<file path="src/rtl/mc_seq_pkg.sv">
// ============================================================================
// Module   : mc_seq_pkg
// Brief    : Shared types and opcode constants for the multi-cycle sequencer.
// Revision : 1.0 - initial release
// ============================================================================
`default_nettype none

package mc_seq_pkg;

  typedef enum logic [2:0] {
    ST_FETCH  = 3'd0,
    ST_DECODE = 3'd1,
    ST_EXEC   = 3'd2,
    ST_MEM    = 3'd3,
    ST_WB     = 3'd4,
    ST_FAULT  = 3'd7
  } state_e;

  localparam logic [6:0] OP_RTYPE   = 7'b0110011;
  localparam logic [6:0] OP_ITYPE_R = 7'b0010011;
  localparam logic [6:0] OP_LOAD    = 7'b0000011;
  localparam logic [6:0] OP_STORE   = 7'b0100011;
  localparam logic [6:0] OP_BRANCH  = 7'b1100011;
  localparam logic [6:0] OP_JAL     = 7'b1101111;
  localparam logic [6:0] OP_JALR    = 7'b1100111;
  localparam logic [6:0] OP_AUIPC   = 7'b0010111;
  localparam logic [6:0] OP_LUI     = 7'b0110111;

  // Wide enough for the largest legal MAX_WAIT (255).
  localparam int WAIT_CNT_W = 8;

  function automatic state_e decode_next(input logic [6:0] op);
    state_e nxt;
    case (op)
      OP_LOAD, OP_STORE:                     nxt = ST_MEM;
      OP_RTYPE, OP_ITYPE_R, OP_BRANCH,
      OP_JAL, OP_JALR, OP_AUIPC, OP_LUI:     nxt = ST_EXEC;
      default:                               nxt = ST_FAULT;
    endcase
    return nxt;
  endfunction

endpackage

`default_nettype wire

</file>
<file path="src/rtl/mc_wait_timer.sv">
// ============================================================================
// Module   : mc_wait_timer
// Brief    : Memory wait counter; expired_o flags the count reaching MAX_WAIT.
// Revision : 1.0 - initial release
// ============================================================================
`default_nettype none

module mc_wait_timer
  import mc_seq_pkg::*;
#(
  parameter int MAX_WAIT = 15
) (
  input  logic clk,
  input  logic rst,
  input  logic clr_i,
  input  logic en_i,
  output logic expired_o
);

  localparam logic [WAIT_CNT_W-1:0] c_MAX_WAIT = WAIT_CNT_W'(MAX_WAIT);
  localparam logic [WAIT_CNT_W-1:0] c_ONE      = WAIT_CNT_W'(1);

  logic [WAIT_CNT_W-1:0] cnt_q;
  logic [WAIT_CNT_W-1:0] cnt_d;

  // Saturates at the limit so a stuck enable can never wrap past it.
  always_comb begin
    cnt_d = cnt_q;
    if (clr_i) begin
      cnt_d = '0;
    end else if (en_i && (cnt_q != c_MAX_WAIT)) begin
      cnt_d = cnt_q + c_ONE;
    end
  end

  always_ff @(posedge clk) begin
    if (rst) begin
      cnt_q <= '0;
    end else begin
      cnt_q <= cnt_d;
    end
  end

  assign expired_o = (cnt_q == c_MAX_WAIT);

endmodule

`default_nettype wire

</file>
<file path="src/rtl/mc_seq_ctrl.sv">
// ============================================================================
// Module   : mc_seq_ctrl
// Brief    : RV32I multi-cycle phase sequencer and memory handshake control.
//            Define MC_SEQ_CTRL_INSTRET_EN to build the retired-instr counter.
// Revision : 1.0 - initial release
// ============================================================================
`default_nettype none

module mc_seq_ctrl
  import mc_seq_pkg::*;
#(
  parameter int MAX_WAIT  = 15,
  parameter int INSTRET_W = 32
) (
  input  logic                 clk,
  input  logic                 rst,
  input  logic [6:0]           Op,
  input  logic                 RegWrite_d,
  input  logic                 MemWrite_d,
  output logic                 imem_req,
  input  logic                 imem_ready,
  output logic                 dmem_req,
  output logic                 dmem_we,
  input  logic                 dmem_ready,
  output logic                 IRWrite,
  output logic                 MDRWrite,
  output logic                 RegWrite,
  output logic                 PCWrite,
  output logic                 fault,
  output logic [2:0]           state,
  output logic [INSTRET_W-1:0] instret
);

  state_e state_q;
  state_e state_d;
  logic   w_timer_clr;
  logic   w_timer_en;
  logic   w_expired;

  // Any phase change clears the timer, covering entry to FETCH and MEM.
  assign w_timer_clr = (state_d != state_q);
  assign w_timer_en  = ((state_q == ST_FETCH) && !imem_ready) ||
                       ((state_q == ST_MEM)   && !dmem_ready);

  mc_wait_timer #(
    .MAX_WAIT (MAX_WAIT)
  ) u_wait_timer (
    .clk       (clk),
    .rst       (rst),
    .clr_i     (w_timer_clr),
    .en_i      (w_timer_en),
    .expired_o (w_expired)
  );

  always_ff @(posedge clk) begin
    if (rst) begin
      state_q <= ST_FETCH;
    end else begin
      state_q <= state_d;
    end
  end

  always_comb begin
    state_d = state_q;
    case (state_q)
      ST_FETCH: begin
        if (imem_ready)     state_d = ST_DECODE;
        else if (w_expired) state_d = ST_FAULT;
      end
      ST_DECODE: state_d = decode_next(Op);
      ST_EXEC:   state_d = ST_FETCH;
      ST_MEM: begin
        if (dmem_ready)     state_d = MemWrite_d ? ST_FETCH : ST_WB;
        else if (w_expired) state_d = ST_FAULT;
      end
      ST_WB:     state_d = ST_FETCH;
      ST_FAULT:  state_d = ST_FAULT;
      default:   state_d = ST_FAULT;
    endcase
  end

  always_comb begin
    imem_req = 1'b0;
    dmem_req = 1'b0;
    dmem_we  = 1'b0;
    IRWrite  = 1'b0;
    MDRWrite = 1'b0;
    RegWrite = 1'b0;
    PCWrite  = 1'b0;
    fault    = 1'b0;
    case (state_q)
      ST_FETCH: begin
        imem_req = 1'b1;
        IRWrite  = imem_ready;
      end
      ST_EXEC: begin
        RegWrite = RegWrite_d;
        PCWrite  = 1'b1;
      end
      ST_MEM: begin
        dmem_req = 1'b1;
        dmem_we  = MemWrite_d;
        PCWrite  = dmem_ready && MemWrite_d;
        MDRWrite = dmem_ready && !MemWrite_d;
      end
      ST_WB: begin
        RegWrite = 1'b1;
        PCWrite  = 1'b1;
      end
      ST_FAULT: fault = 1'b1;
      default:  fault = 1'b0;
    endcase
  end

  assign state = state_q;

`ifdef MC_SEQ_CTRL_INSTRET_EN
  localparam logic [INSTRET_W-1:0] c_INSTRET_ONE = INSTRET_W'(1);

  logic [INSTRET_W-1:0] instret_q;

  always_ff @(posedge clk) begin
    if (rst) begin
      instret_q <= '0;
    end else if (PCWrite) begin
      instret_q <= instret_q + c_INSTRET_ONE;
    end
  end

  assign instret = instret_q;
`else
  assign instret = '0;
`endif

endmodule

`default_nettype wire

</file>
<file path="config.mk">
export PLATFORM = sky130hd
export DESIGN_NAME = mc_seq_ctrl
export DESIGN_NICKNAME = d
export VERILOG_FILES = /design/src/rtl/mc_seq_pkg.sv /design/src/rtl/mc_wait_timer.sv /design/src/rtl/mc_seq_ctrl.sv
export SDC_FILE = /design/constraint.sdc
export NUM_CORES = 1
export LEC_CHECK = 0
export BUFFER_PORTS_ARGS = -buffer_cell sky130_fd_sc_hd__buf_4
export CAP_MARGIN = 40
export CORE_ASPECT_RATIO = 1.25
export CORE_MARGIN = 10
export CORE_UTILIZATION = 29
export DETAILED_ROUTE_END_ITERATION = 8
export PLACE_DENSITY_LB_ADDON = 0.12
export SLEW_MARGIN = 20
export SYNTH_ARGS = -nofsm -noshare
export SYNTH_HDL_FRONTEND = slang
export SYNTH_SLANG_ARGS = --single-unit
export TNS_END_PERCENT = 30
</file>
<file path="constraint.sdc">
create_clock -name clk -period 4.6 [get_ports clk]
set_clock_uncertainty 0.15 [all_clocks]
set_input_delay 0 -clock clk [delete_from_list [all_inputs] [get_ports clk]]
set_output_delay 0 -clock clk [all_outputs]
set_load 0.02 [all_outputs]
</file>
==> results by stage, run 1 <==
Timing:
- Derived from the worst setup path, the maximum achievable clock frequency is about 440 MHz.
- The setup TNS after final layout is 0 ps.
- In this run the tightest slew margin relative to its limit is 0.550.
- The period utilization is 0.498.
- Setup repair after global routing left no endpoint under its margin.
- The clock period could shrink to between 2000 and 2500 ps.
- The number of slew-limit violations in the final report came to 0.
- At the pin with the least slew margin, the transition time is ~670 ps.
- The final setup slack of the worst path is approximately 2300 ps.
- The final-report hold violation count is 0.
- Setup violations remaining at the end of the flow were counted as 0.
- Hold timing on the final database bottoms out at a slack of approximately 80 ps.

Clock tree:
- The clock sink count is 11.
- The H-tree depth is 1.
- In this run the clock root is driven by a sky130_fd_sc_hd__clkbuf_8.
- Buffers inserted to repair hold after CTS numbered 3.
- The latest clock arrival within the worst-skew pair is around 240 ps.
- Post-CTS timing repair inserted 0 buffers for setup.
- The number of CTS-inserted buffers is 3.
- After clock tree synthesis, the clock-pin slew on the worst setup and hold paths is approximately 50 ps.
- The maximum number of buffers from clock root to sink is 2.
- After clock tree synthesis, the repair step resized 0 gates.
- The clock tree from TritonCTS is built.

Worst hold path:
- The type of the tightest min-delay check is input pin to flop.
- The number of cells on the worst hold path is 4.
- The startpoint of the most critical hold path is Op[0].
- For hold timing, the worst endpoint is state[2]$_SDFF_PP0_.

Route:
- Dividing the detail-routed wire length by the instance count gives 13.8 microns.
- The remaining routing DRC violations is 0.
- The total wirelength of the detailed-routed design is between 2000 and 3000 microns.
- The residual antenna-violating net count after detailed routing is 0.
- The routed layout has 875 vias.
- The iteration count of the initial detailed-routing pass is 5.
- In the routed layout, each cell is associated on average with a via count of 4.63.
- The iteration-0 DRC count of the detailed router is 47.

Layout:
- The number of antenna diodes is 0.
- For this run, the post-layout net count is roughly 170.
- In the final layout, the share of cells above drive strength 1 is 0.193.
- From synthesis to final layout, the design area changed by 13.3%.
- The post-route core utilization is 0.336.

Power:
- Internal power comes to around 0.00024 W.
- The switching part of the total power is 0.427.
- The share of total power in sequential cells is 0.316.
- The total net switching power is ~0.00018 W.
- The share of total power in combinational logic is 0.451.
- The final total power is 0.000422 W.
- Power spread over the standard cell area amounts to roughly 370 nW/um^2.
- VDD sags by at most 0.000190 V.
- Of the total power, the clock network draws 0.233.
- Summed over all cells, the static leakage comes to ~0.52 nW.

Logic synthesis:
- The share of the Yosys chip area taken by registers is 0.217.
- In this run the cell area of the synthesized design comes to roughly 1000 sq um.
- The synthesized instance count is 127.
- The number of flip-flops and latches in the synthesized netlist is 11.
- For this run, asynchronously set or reset flops after synthesis account for 0.
- The synthesis warning total is 0.
- The area fraction of the dominant cell type after synthesis is 0.244.
- The number of distinct library cells after synthesis is 40.
- The predominant post-synthesis flop cell is sky130_fd_sc_hd__dfxtp_1.
- The average size of a mapped cell is approximately 8 sq um.
- Ranked by total cell area, the synthesized netlist is headed by sky130_fd_sc_hd__buf_4, sky130_fd_sc_hd__dfxtp_1, sky130_fd_sc_hd__nor2_1, sky130_fd_sc_hd__mux2i_1, sky130_fd_sc_hd__a211oi_1.
- Yosys mapped a number of flops with a built-in enable equal to 0.
- sky130_fd_sc_hd__buf_4 takes more of the synthesized area than any other cell.

Status:
- The flow ran to the end, and the final reports show no timing, DRC or antenna violations.

Place:
- The quantity of I/O buffers inserted on ports is 23.
- The worst slack at placement is 2330 ps.
- The sum of net half-perimeters after detailed placement is approximately 2100 microns.
- The global placer's final weighted congestion is 0.724.

Die:
- The core region is 3420 sq um.
- The floorplan step defined a die boundary enclosing approximately 6300 sq um.
- Pin placement for this block handled 56 I/O pins.
- The initial utilization of the core area, before any placement, comes to 0.297.
- In this run the horizontal extent of the chip is 72.9 microns.
- The initialized floorplan defines 24 standard-cell rows.
- From bottom edge to top edge, the die measures approximately 86 microns.

Worst setup path:
- The startpoint of the worst setup timing path is state[0]$_SDFF_PP0_.
- Of all nets on the critical path, the largest fanout is 16.
- In this design, the stage delay of the slowest critical-path cell is 700 ps.
- The worst register-to-register path ends at u_wait_timer.cnt_q[2]$_SDFFE_PP0P_.
- For the worst setup path, the data required time is 4610 ps.
- The worst flop-to-flop path startpoint is state[0]$_SDFF_PP0_.
- STA classifies the critical path endpoint as a flop.
- Traced cell by cell, the critical path runs through or4_1, a211oi_1, or4_1, a311oi_2.
- The arrival time of data at the critical path endpoint is about 2300 ps.
- STA classifies the critical path startpoint as a flop.
- The highest-delay cell along the critical path is sky130_fd_sc_hd__or4_1.
- The number of buffers and inverters on the critical path is 0.
- For flop-to-flop paths, the worst setup slack is between 2000 and 2500 ps.
- The number of cells on the worst reg-to-reg path is 4.
- The cell that appears most often on the critical path is sky130_fd_sc_hd__or4_1.
- In this design, the largest share of critical-path delay is due to simple AND/OR/NAND/NOR gates.
- The number of cells on the critical path is 4.
- The worst setup path is of the flop to flop kind.

Global route:
- The total overflow left after global routing is 0.
- For this run, the total global-route usage over all layers was measured as 0.0775.
- The first global-routing pass estimated a little over 4000 microns of wire.
- The number of global-route vias before repair was 899.
- The initial antenna violation count is 0.
- The pin count of the biggest net entering global routing is 17.

Flow run:
- Max-cap violations in this run came to 0.
==> cells by family (layout without fill, tap and decap cells) <==
kind of cell,Yosys count,count (layout),synth area share
DFF,11,11,0.217
xor gates and xnor gates,4,4,0.0345
and+or+nand+nor,44,44,0.249
adders and majority gates,1,1,0.0123
muxes,3,3,0.0296
other,1,32,0.00369
AOI/OAI and AO/OA,25,25,0.181
buffers and inverters,38,30,0.273
==> layout by cell type, fill, tap and decap left out, types with 2 or more instances in the layout <==
master,instances
sky130_fd_sc_hd__a211oi_1,4
sky130_fd_sc_hd__a21oi_1,5
sky130_fd_sc_hd__a22o_1,2
sky130_fd_sc_hd__a31oi_1,2
sky130_fd_sc_hd__a41oi_1,2
sky130_fd_sc_hd__and2_1,2
sky130_fd_sc_hd__and3_1,2
sky130_fd_sc_hd__and3b_1,3
sky130_fd_sc_hd__buf_4,23
sky130_fd_sc_hd__clkbuf_8,3
sky130_fd_sc_hd__conb_1,32
sky130_fd_sc_hd__dfxtp_1,11
sky130_fd_sc_hd__dlygate4sd3_1,3
sky130_fd_sc_hd__mux2i_1,3
sky130_fd_sc_hd__nand2_1,7
sky130_fd_sc_hd__nand2b_1,3
sky130_fd_sc_hd__nand3_1,2
sky130_fd_sc_hd__nor2_1,11
sky130_fd_sc_hd__nor2b_1,2
sky130_fd_sc_hd__nor3b_1,2
sky130_fd_sc_hd__nor4_1,2
sky130_fd_sc_hd__o21ai_0,2
sky130_fd_sc_hd__or4_1,3
sky130_fd_sc_hd__xnor2_1,3
==> sequential cells by signal (all words and copies together), names as in the netlist <==
signal              cells
u_wait_timer.cnt_q      8
state                   3
==> tightest hold or removal path, cell delays in order <==
cell,delay [ps]
sky130_fd_sc_hd__buf_4,90
sky130_fd_sc_hd__a31oi_1,60
sky130_fd_sc_hd__a21oi_1,170
sky130_fd_sc_hd__o31ai_1,90
==> how the worst max path moves through the flow <==
stage | endpoint | slack, ps
2_1_floorplan | u_wait_timer.cnt_q[2]$_SDFFE_PP0P_ | 2500
3_3_place_gp | u_wait_timer.cnt_q[2]$_SDFFE_PP0P_ | 2410
3_5_place_dp | u_wait_timer.cnt_q[2]$_SDFFE_PP0P_ | 2330
4_1_cts | u_wait_timer.cnt_q[2]$_SDFFE_PP0P_ | 2320
5_1_grt | u_wait_timer.cnt_q[2]$_SDFFE_PP0P_ | 2140
6_report | u_wait_timer.cnt_q[2]$_SDFFE_PP0P_ | 2310
==> power by group through the flow <==
stage	combinational, W	sequential [W]	clock [W]
floorplan	0.000158	0.000125	0
global placement	0.000186	0.000133	0
detailed placement	0.000185	0.000135	0
CTS	0.000191	0.000133	0.000101
global route	0.000207	0.000136	0.000106
finish	0.000191	0.000133	0.0000982
==> per-stage QoR <==
stage               std cells  cell area (sq um)
finish                    189               1150
global route              189               1150
global placement          182               1080
floorplan                 158               1130
CTS                       189               1150
detailed placement        182               1080
==> per-layer routing <==
| layer | track usage | vias to the layer above | routed length, microns |
|---|---|---|---|
| met4 | 0.0260 | 0 | 21 |
| li1 | - | 435 | - |
| met2 | 0.142 | 26 | 1380 |
| met5 | 0 | - | 0 |
| met1 | 0.0774 | 410 | 1050 |
| met3 | 0.0286 | 4 | 160 |
==> synthesized netlist by cell type, drive strengths merged, types with 3 or more instances <==
cell type,instances
a211oi,4
a21oi,5
and3b,3
buf,37
dfxtp,11
mux2i,3
nand2,7
nand2b,3
nor2,11
nor4,3
or4,3
xnor2,3
==> area by class of cell <==
cell class              instances  area [sq um]
repair buffers                 26           203
well taps                      39          48.8
flip-flops and latches         11           220
clock buffers                   4          45.0
multi-input cells             109           634
fillers                       399          2270
No activity file was read; power rests on OpenSTA's default activity.
==> inputs of run 2 (changes only) <==
--- a/config.mk
+++ b/config.mk
@@ -5,6 +5,7 @@
 export SDC_FILE = /design/constraint.sdc
 export NUM_CORES = 1
 export LEC_CHECK = 0
+export ABC_AREA = 1
 export BUFFER_PORTS_ARGS = -buffer_cell sky130_fd_sc_hd__buf_4
 export CAP_MARGIN = 40
 export CORE_ASPECT_RATIO = 1.25
==> constraint.sdc (replaced) <==
create_clock -name clk -period 2.14 [get_ports clk]
set_clock_uncertainty 0.15 [all_clocks]
set_input_delay 0 -clock clk [delete_from_list [all_inputs] [get_ports clk]]
set_output_delay 0 -clock clk [all_outputs]
set_load 0.02 [all_outputs]
==> run 2 against run 1 <==
- global-route usage increased by 0.19 points
- flip-flop and latch count unchanged
- sequential share of layout area is 2.7 points lower
- hold slack worse by 14 ps
- cell count increased by 38%
- fmax up 27%
- non-clock buffer count shrank 2
- highest routed layer unchanged
- synthesized cell count rose by 41%
- final area grew 17%
==> results by stage, run 2 <==
Status:
- The run finished with clean final reports.

Worst setup path:
- At the worst endpoint, the required time is roughly 2100 ps.
- The peak fanout along the critical path is 8.
- The critical path goes through ha_1, nand3_2, nor2_4, inv_1, nand2_1, nand2_1, nand3_1, nor2_4, nand2_4, nor2_2.
- The critical path's top delay family is simple AND/OR/NAND/NOR gates.
- The slowest stage of the critical path is the sky130_fd_sc_hd__dfxtp_1 cell.
- Counting both buffers and inverters, the worst setup path holds a total of 1.
- The critical path starts at u_wait_timer.cnt_q[0]$_SDFFE_PP0P_.
- STA classifies the critical path endpoint as a flop.
- On the worst path, the slowest cell contributes a delay of ~380 ps.
- Data arrives at the worst endpoint at between 1500 and 2000 ps.
- The worst setup path is launched from a flop.
- The startpoint identified for the worst register-to-register timing path is u_wait_timer.cnt_q[0]$_SDFFE_PP0P_.
- The kind of critical path is flop to flop.

Timing:
- Across all hold checks on the routed design, the worst slack comes to between 60 and 70 ps.
- Dividing the final minimum period by the clock period gives 0.845.
- The setup-violating endpoint count in the final report is 0.
- The time the final worst path needs with I/O delays and setup is 1810 ps.
- The final-report hold violation count is 0.
- Derived from the worst setup path, the maximum achievable clock frequency is 553 MHz.
- The number of slew-limit violations in the final report is 0.
- Setup repair after global routing left no endpoint under its margin.
- Setup total negative slack on the finished layout was measured at 0 ps.

Die:
- The initial core utilization is 0.304.
- The floorplan die height is 91.0 microns.
- The die extent in x is slightly below 80 microns.
- The floorplan die area is ~7000 sq um.
- The core region is approximately 3800 sq um.
- The top-level I/O count is 56.
- In this run the core area contains 25 standard-cell rows.

Logic synthesis:
- After synthesis, the share of cell area in mux cells is 0.
- The area fraction of the dominant cell type after synthesis is 0.205.
- The largest family of logic cells by synthesized area is simple AND/OR/NAND/NOR gates.
- The number of distinct library cells after synthesis is 22.
- Of all flip-flops after synthesis, the portion carrying an async set or reset was 0.
- The synthesized instance count is 179.
- The compound-gate portion of the synthesized area is 0.0385.
- Counting flops with a built-in enable in the synthesized netlist gives 0.
- Ranked by total cell area, the synthesized netlist is headed by sky130_fd_sc_hd__buf_4, sky130_fd_sc_hd__dfxtp_1, sky130_fd_sc_hd__nand2_1, sky130_fd_sc_hd__inv_1, sky130_fd_sc_hd__nor2_2.
- For this run, the number of Yosys warnings is 0.
- The proportion of synthesized chip area in sequential cells is 0.188.
- Of the total synthesized cell area, the portion taken by full adders, half adders and majority gates is 0.0107.
- The predominant post-synthesis flop cell is sky130_fd_sc_hd__dfxtp_1.
- The average size of a mapped cell is ~6.5 sq um.
- Sorting the synthesized cells by how often they occur yields sky130_fd_sc_hd__buf_4, sky130_fd_sc_hd__nand2_1, sky130_fd_sc_hd__inv_1, sky130_fd_sc_hd__nand3_1.
- The number of flip-flops and latches in the synthesized netlist is 11.
- Of the total synthesized cell area, the portion taken by XOR and XNOR cells is 0.0449.
- The library cell with the largest summed area after synthesis is sky130_fd_sc_hd__buf_4.
- The fraction of the mapped netlist area in simple logic gates is 0.403.
- The netlist area before placement is between 1000 and 1500 sq um.

Clock tree:
- The clock tree from TritonCTS is built.
- The number of setup buffers added after CTS is 0.
- The quantity of hold-fixing buffers added after cts is 1.
- The maximum number of buffers from clock root to sink is 2.
- CTS built an H-tree with a depth of 1.
- The clock reaches the later pin of the worst-skew pair after 240 ps.
- The root buffer cell is sky130_fd_sc_hd__clkbuf_8.
- The number of CTS-inserted buffers is 3.
- Gates resized during post-CTS repair numbered 0.
- After clock tree synthesis, the clock-pin slew on the worst setup and hold paths is approximately 50 ps.
- For this design, the sink count on the clock tree is 11.

Layout:
- For this run, the post-layout net count is roughly 220.
- In the layout the commonest cells are sky130_fd_sc_hd__nand2_1, sky130_fd_sc_hd__conb_1, sky130_fd_sc_hd__inv_1, sky130_fd_sc_hd__buf_4, sky130_fd_sc_hd__nand3_1.
- The number of antenna diodes in the final layout is 0.
- The post-route core utilization is 0.349.
- The share of cells above drive strength 1 is 0.282.
- Compared with the post-synthesis result, the final layout area differs by 14.7%.
- The most flop-heavy register is u_wait_timer.cnt_q.
- The final instance area is about 1300 sq um.
- The flip-flop count of the largest register, all copies and words added is 8.

Global route:
- The global routing usage summed across all routing layers is 0.0794.
- Entering global routing, the biggest net connects 10 pins.
- The global route total overflow is 0.
- The number of global-route vias before repair came to 1059.
- The wire length of the first global-routing pass is 4710 microns.
- The initial antenna violation count is 0.

Route:
- In the final routed layout, each cell accounts on average for between 10 and 15 microns.
- For this run, the detailed router's first-pass iteration total came to 2.
- The count of nets left with antenna violations once routing finished came out at 0.
- The total via count after detailed routing is approximately 1000.
- In the routed layout, each cell is associated on average with a via count of ~3.8.
- The total wirelength of the detailed-routed design is 2740 microns.
- In the routed design, unresolved DRC markers number 0.
- The first routing iteration left 32 violations.

Worst hold path:
- The type of the tightest min-delay check is input pin to flop.
- The startpoint of the most critical hold path is imem_ready.

Power:
- For this design the static power due to leakage is around 0.7 nW.
- The design draws 0.00128 W.
- The peak supply drop is a little under 0.0004 V.
- For this design the ratio of total power to cell area is about 950 nW/um^2.

Place:
- At the end of routability-driven placement, the weighted congestion stood at around 0.75.
- Input and output buffers added on the ports amount to 23.
- The instance area at placement is 1290 sq um.
- The sum of net half-perimeters after detailed placement is between 2000 and 2500 microns.

Flow run:
- The number of maximum-capacitance violations is 0.
-- run 2: cell types whose count changed in the layout (fill, tap and decap cells not counted), moves of 4 or more --
| cell | previous run | this run |
|---|---|---|
| sky130_fd_sc_hd__nand2_4 | 0 | 4 |
| sky130_fd_sc_hd__nand4_1 | 1 | 5 |
| sky130_fd_sc_hd__a211oi_1 | 4 | 0 |
| sky130_fd_sc_hd__nand2_1 | 7 | 32 |
| sky130_fd_sc_hd__nand3_1 | 2 | 12 |
| sky130_fd_sc_hd__nand2_2 | 0 | 6 |
| sky130_fd_sc_hd__nand3_2 | 0 | 4 |
| sky130_fd_sc_hd__nor2_2 | 0 | 10 |
| sky130_fd_sc_hd__inv_1 | 0 | 27 |
-- run 2: layout make-up --
| type | instances | area (sq um) |
|---|---|---|
| clock buffers | 4 | 45.0 |
| multi-input cells | 135 | 702 |
| flip-flops and latches | 11 | 220 |
| inverters | 32 | 124 |
| repair buffers | 24 | 183 |
| fillers | 457 | 2510 |
| well taps | 54 | 67.6 |
-- run 2: path summary, 6_finish.rpt --
| path | end | slack (ps) | cells after the start |
|---|---|---|---|
| worst min register to register | u_wait_timer.cnt_q[7]$_SDFFE_PP0P_ | 420 | 4 |
| worst min-delay path | state[1]$_SDFF_PP0_ | 70 | 6 |
| worst max-delay path | u_wait_timer.cnt_q[7]$_SDFFE_PP0P_ | 330 | 10 |
| worst max register to register | u_wait_timer.cnt_q[7]$_SDFFE_PP0P_ | 330 | 10 |
-- run 2: per-stage QoR --
step	setup slack (ps)	std cells
after floorplan	418	210
after global placement	354	255
after detailed placement	333	255
after CTS	314	260
after global routing	159	260
final	331	260
-- run 2: per-layer routing --
layer	track usage	vias up	wire, microns
met1	0.0854	426	1160
li1	-	534	-
met2	0.131	32	1360
met4	0.0450	0	44
met3	0.0296	4	177
met5	0	-	0
-- run 2: power by group --
group | internal (W) | switching (W) | leakage [nW]
sequential | 0.000234 | 0.0000551 | 0.0892
combinational | 0.000259 | 0.000519 | 0.592
clock | 0.000131 | 0.0000777 | 0.0228
-- run 2: kinds of logic after synthesis --
family                   Yosys count
AND/OR/NAND/NOR                   87
AO/OA/AOI/OAI                      9
flip-flops                        11
other                              1
XOR/XNOR                           6
adder cells (fa/ha/maj)            1
buffers and inverters             64
-- run 2: worst register-to-register path, delay by kind of cell (launching register included) --
family	cells	cell delay, ps
buffers and inverters	1	90
and+or+nand+nor	8	820
DFF	1	380
adders and majority gates	1	270
==> inputs of run 3 (changes only) <==
--- a/config.mk
+++ b/config.mk
@@ -5,7 +5,7 @@
 export SDC_FILE = /design/constraint.sdc
 export NUM_CORES = 1
 export LEC_CHECK = 0
-export ABC_AREA = 1
+export ABC_AREA = 0
 export BUFFER_PORTS_ARGS = -buffer_cell sky130_fd_sc_hd__buf_4
 export CAP_MARGIN = 40
 export CORE_ASPECT_RATIO = 1.25
==> constraint.sdc (replaced) <==
create_clock -name clk -period 1.9 [get_ports clk]
set_clock_uncertainty 0.15 [all_clocks]
set_input_delay 0 -clock clk [delete_from_list [all_inputs] [get_ports clk]]
set_output_delay 0 -clock clk [all_outputs]
set_load 0.02 [all_outputs]
==> run 3 against run 2 <==
- clock-buffer cell count unchanged
- fmax is 0.99% lower
- critical endpoint is now u_wait_timer.cnt_q[2]$_SDFFE_PP0P_
- setup slack worse by 260 ps
- largest power group unchanged
- global-route usage grew 0.89 points
==> results by stage, run 3 (synthesis gave the netlist of run 1 again) <==
Worst setup path:
- Across all register-to-register paths, the minimum setup slack is 70 ps.
- The most common cell type on the critical path is sky130_fd_sc_hd__and3b_2.
- In this run the worst path has a maximum fanout of 8.
- The endpoint of the lowest-slack register-to-register path is u_wait_timer.cnt_q[2]$_SDFFE_PP0P_.
- The arrival time of data at the critical path endpoint is about 1800 ps.
- The number of buffer and inverter instances along the worst setup path is 0.
- The number of cells on the critical path is 4.
- The required time of the worst setup path is ~1900 ps.
- The kind of critical path is flop to flop.
- The depth of the worst register-to-register path is 4.
- The critical path's top delay family is simple AND/OR/NAND/NOR gates.
- The critical path goes through and3b_2, and3b_2, or4_4, a311oi_2.
- The highest-delay cell along the critical path is sky130_fd_sc_hd__or4_4.
- The endpoint of the worst setup timing path is u_wait_timer.cnt_q[2]$_SDFFE_PP0P_.
- The critical path endpoint category is a flop.
- The worst flop-to-flop path startpoint is state[0]$_SDFF_PP0_.
- The largest stage delay on the critical path is about 600 ps.
- The sort of element at the start of the critical path is a flop.
- The most critical setup path has its startpoint at state[0]$_SDFF_PP0_.

Layout:
- The library cell used most frequently in the layout, excluding fill and tap cells, is sky130_fd_sc_hd__buf_4.
- The flip-flop count of the largest register, all copies and words added is 8.
- The layout overhead on the synthesized area is 36.6%.
- The most flop-heavy register is u_wait_timer.cnt_q.
- The final instance area is between 1000 and 1500 sq um.
- The number of antenna diodes is 0.
- The post-route core utilization is 0.405.
- Of the cells placed in the final design, the portion with a size suffix greater than 1 is 0.393.
- Leaving out fill and tap cells, the most frequent cells in the layout are sky130_fd_sc_hd__buf_4, sky130_fd_sc_hd__conb_1, sky130_fd_sc_hd__nor2_1, sky130_fd_sc_hd__nand2_1, sky130_fd_sc_hd__dfxtp_1.
- The net count of the finished layout is 188.

Route:
- The total wirelength of the detailed-routed design is ~2900 microns.
- After detailed routing, the number of remaining DRC violations is 0.
- In this run the remaining antenna-violating nets after routing total 0.
- The first routing iteration left slightly below 70 violations.
- After detailed routing, the average wire length per cell comes to around 14 microns.
- The via count normalized by instance count is 4.58.
- The detailed router placed a little under 1k vias in this run.
- The first detailed-routing pass ran for 4 iterations.

Global route:
- Entering global routing, the biggest net connects 11 pins.
- The first global-routing pass estimated between 4000 and 5000 microns of wire.
- In the global route stage, met1 resource usage came out at 0.0919.
- The initial antenna violation count is 0.
- The global routing stage identified its most utilized layer as met2.
- The met2 track demand over resource is 0.155.
- In the global route stage, met3 resource usage came out at 0.0320.
- The number of global-route vias before repair is 990.
- The global routing usage summed across all routing layers is 0.0883.
- The total overflow left after global routing is 0.

Power:
- For this design the ratio of total power to cell area is between 800 and 900 nW/um^2.
- Across the VDD grid, the largest voltage drop is between 0.0006 and 0.0007 V.
- The completed layout was analyzed and its total power is 0.00115 W.
- The analysis attributes to cell leakage a power of approximately 0.63 nW.

Die:
- 56 I/O pins were placed.
- The row count is 24.
- The area of the core is roughly 3400 sq um.
- The die is 72.9 microns wide.
- For this configuration, the core starts out at a cell density of 0.297.
- The floorplan die height is ~86 microns.
- The floorplan step defined a die boundary enclosing 6290 sq um.

Timing:
- The number of slew-limit violations in the final report was 0.
- Based on the critical path, the design can be clocked at up to about 550 MHz.
- The final-report hold violation count is 0.
- The final worst hold slack is between 50 and 60 ps.
- At the pin with the least slew margin, the transition time is 494 ps.
- Setup repair after global routing could not meet its margin everywhere.
- The worst pin sits at a relative slew slack of 0.668.
- The setup-violating endpoint count in the final report is 0.
- The smallest clock period supported by the final layout is computed as roughly 1800 ps.
- The period utilization is 0.962.

Place:
- The sum of net half-perimeters after detailed placement is approximately 2400 microns.
- The global placer's final weighted congestion is around 0.77.
- The quantity of I/O buffers inserted on ports is 23.
- In this run the cell area measured after placement is approximately 1300 sq um.

Flow run:
- Max-cap violations in this run came to 0.

Clock tree:
- The tree built by TritonCTS fans out to 11 sinks.
- The clock tree from TritonCTS is built.
- The root buffer cell is sky130_fd_sc_hd__clkbuf_8.
- The clock slew seen by the registers of the worst setup and hold paths is approximately 50 ps.
- The latest clock arrival within the worst-skew pair is approximately 240 ps.
- CTS built an H-tree with a depth of 1.
- Buffers inserted during clock tree synthesis total 3.
- The maximum number of buffers from clock root to sink is 2.

Worst hold path:
- The type of the tightest min-delay check is input pin to flop.

Status:
- The flow ran to the end, and the final reports show no timing, DRC or antenna violations.
-- run 3: changes by cell type in the layout (fill, tap and decap cells not counted), moves of 5 or more --
cell | previous run | this run
sky130_fd_sc_hd__inv_1 | 27 | 0
sky130_fd_sc_hd__nand2_1 | 32 | 7
sky130_fd_sc_hd__buf_4 | 23 | 46
sky130_fd_sc_hd__nand3_1 | 12 | 2
sky130_fd_sc_hd__nor2_2 | 10 | 0
sky130_fd_sc_hd__nand2_2 | 6 | 0
sky130_fd_sc_hd__dfxtp_1 | 11 | 6
-- run 3: final cells by class --
class | instances | area, sq um
Tap cell | 39 | 48.8
Sequential cell | 11 | 231
Timing Repair Buffer | 49 | 375
Clock buffer | 4 | 45.0
Fill cell | 384 | 2040
Multi-Input combinational cell | 109 | 687
-- run 3: repair_timing --
action	CTS	global route
hold buffers	3	0
gates resized for setup	1	5
setup endpoints to repair	8	8
buffers inserted	0	3
pin swaps	1	1
endpoints found under the hold margin	3	0
-- run 3: metal layers --
layer | wire [microns] | up-vias
li1 | - | 480
met1 | 1110 | 461
met2 | 1540 | 27
met3 | 201 | 4
met4 | 36 | 0
met5 | 0 | -
-- run 3: how the worst min path moves through the flow --
stage / from / to / slack, ps / cells past startpoint
detailed placement: rst / state[0]$_SDFF_PP0_ / 60 / 2
global route: Op[0] / state[2]$_SDFF_PP0_ / 90 / 4
finish: Op[0] / state[2]$_SDFF_PP0_ / 60 / 4
floorplan: rst / state[0]$_SDFF_PP0_ / -90 / 1
global placement: rst / state[0]$_SDFF_PP0_ / 60 / 2
CTS: Op[0] / state[2]$_SDFF_PP0_ / 70 / 4
-- run 3: through the flow --
step,TNS [ps],setup slack [ps],std cells
after CTS,0,8.40,209
after global routing,-25.7,-25.7,212
final,0,73.1,212
after global placement,-472,-125,202
after floorplan,-40.9,-40.9,158
after detailed placement,-593,-163,202
-- run 3: report_power, final --
group	internal [W]	switching, W
sequential	0.000261	0.0000432
combinational	0.000277	0.000328
clock	0.000148	0.0000930
total	0.000686	0.000464
-- run 3: worst register-to-register path, stage by stage (launching register included) --
cell	delay, ps
sky130_fd_sc_hd__dfxtp_4	370
sky130_fd_sc_hd__and3b_2	230
sky130_fd_sc_hd__and3b_2	210
sky130_fd_sc_hd__or4_4	600
sky130_fd_sc_hd__a311oi_2	190
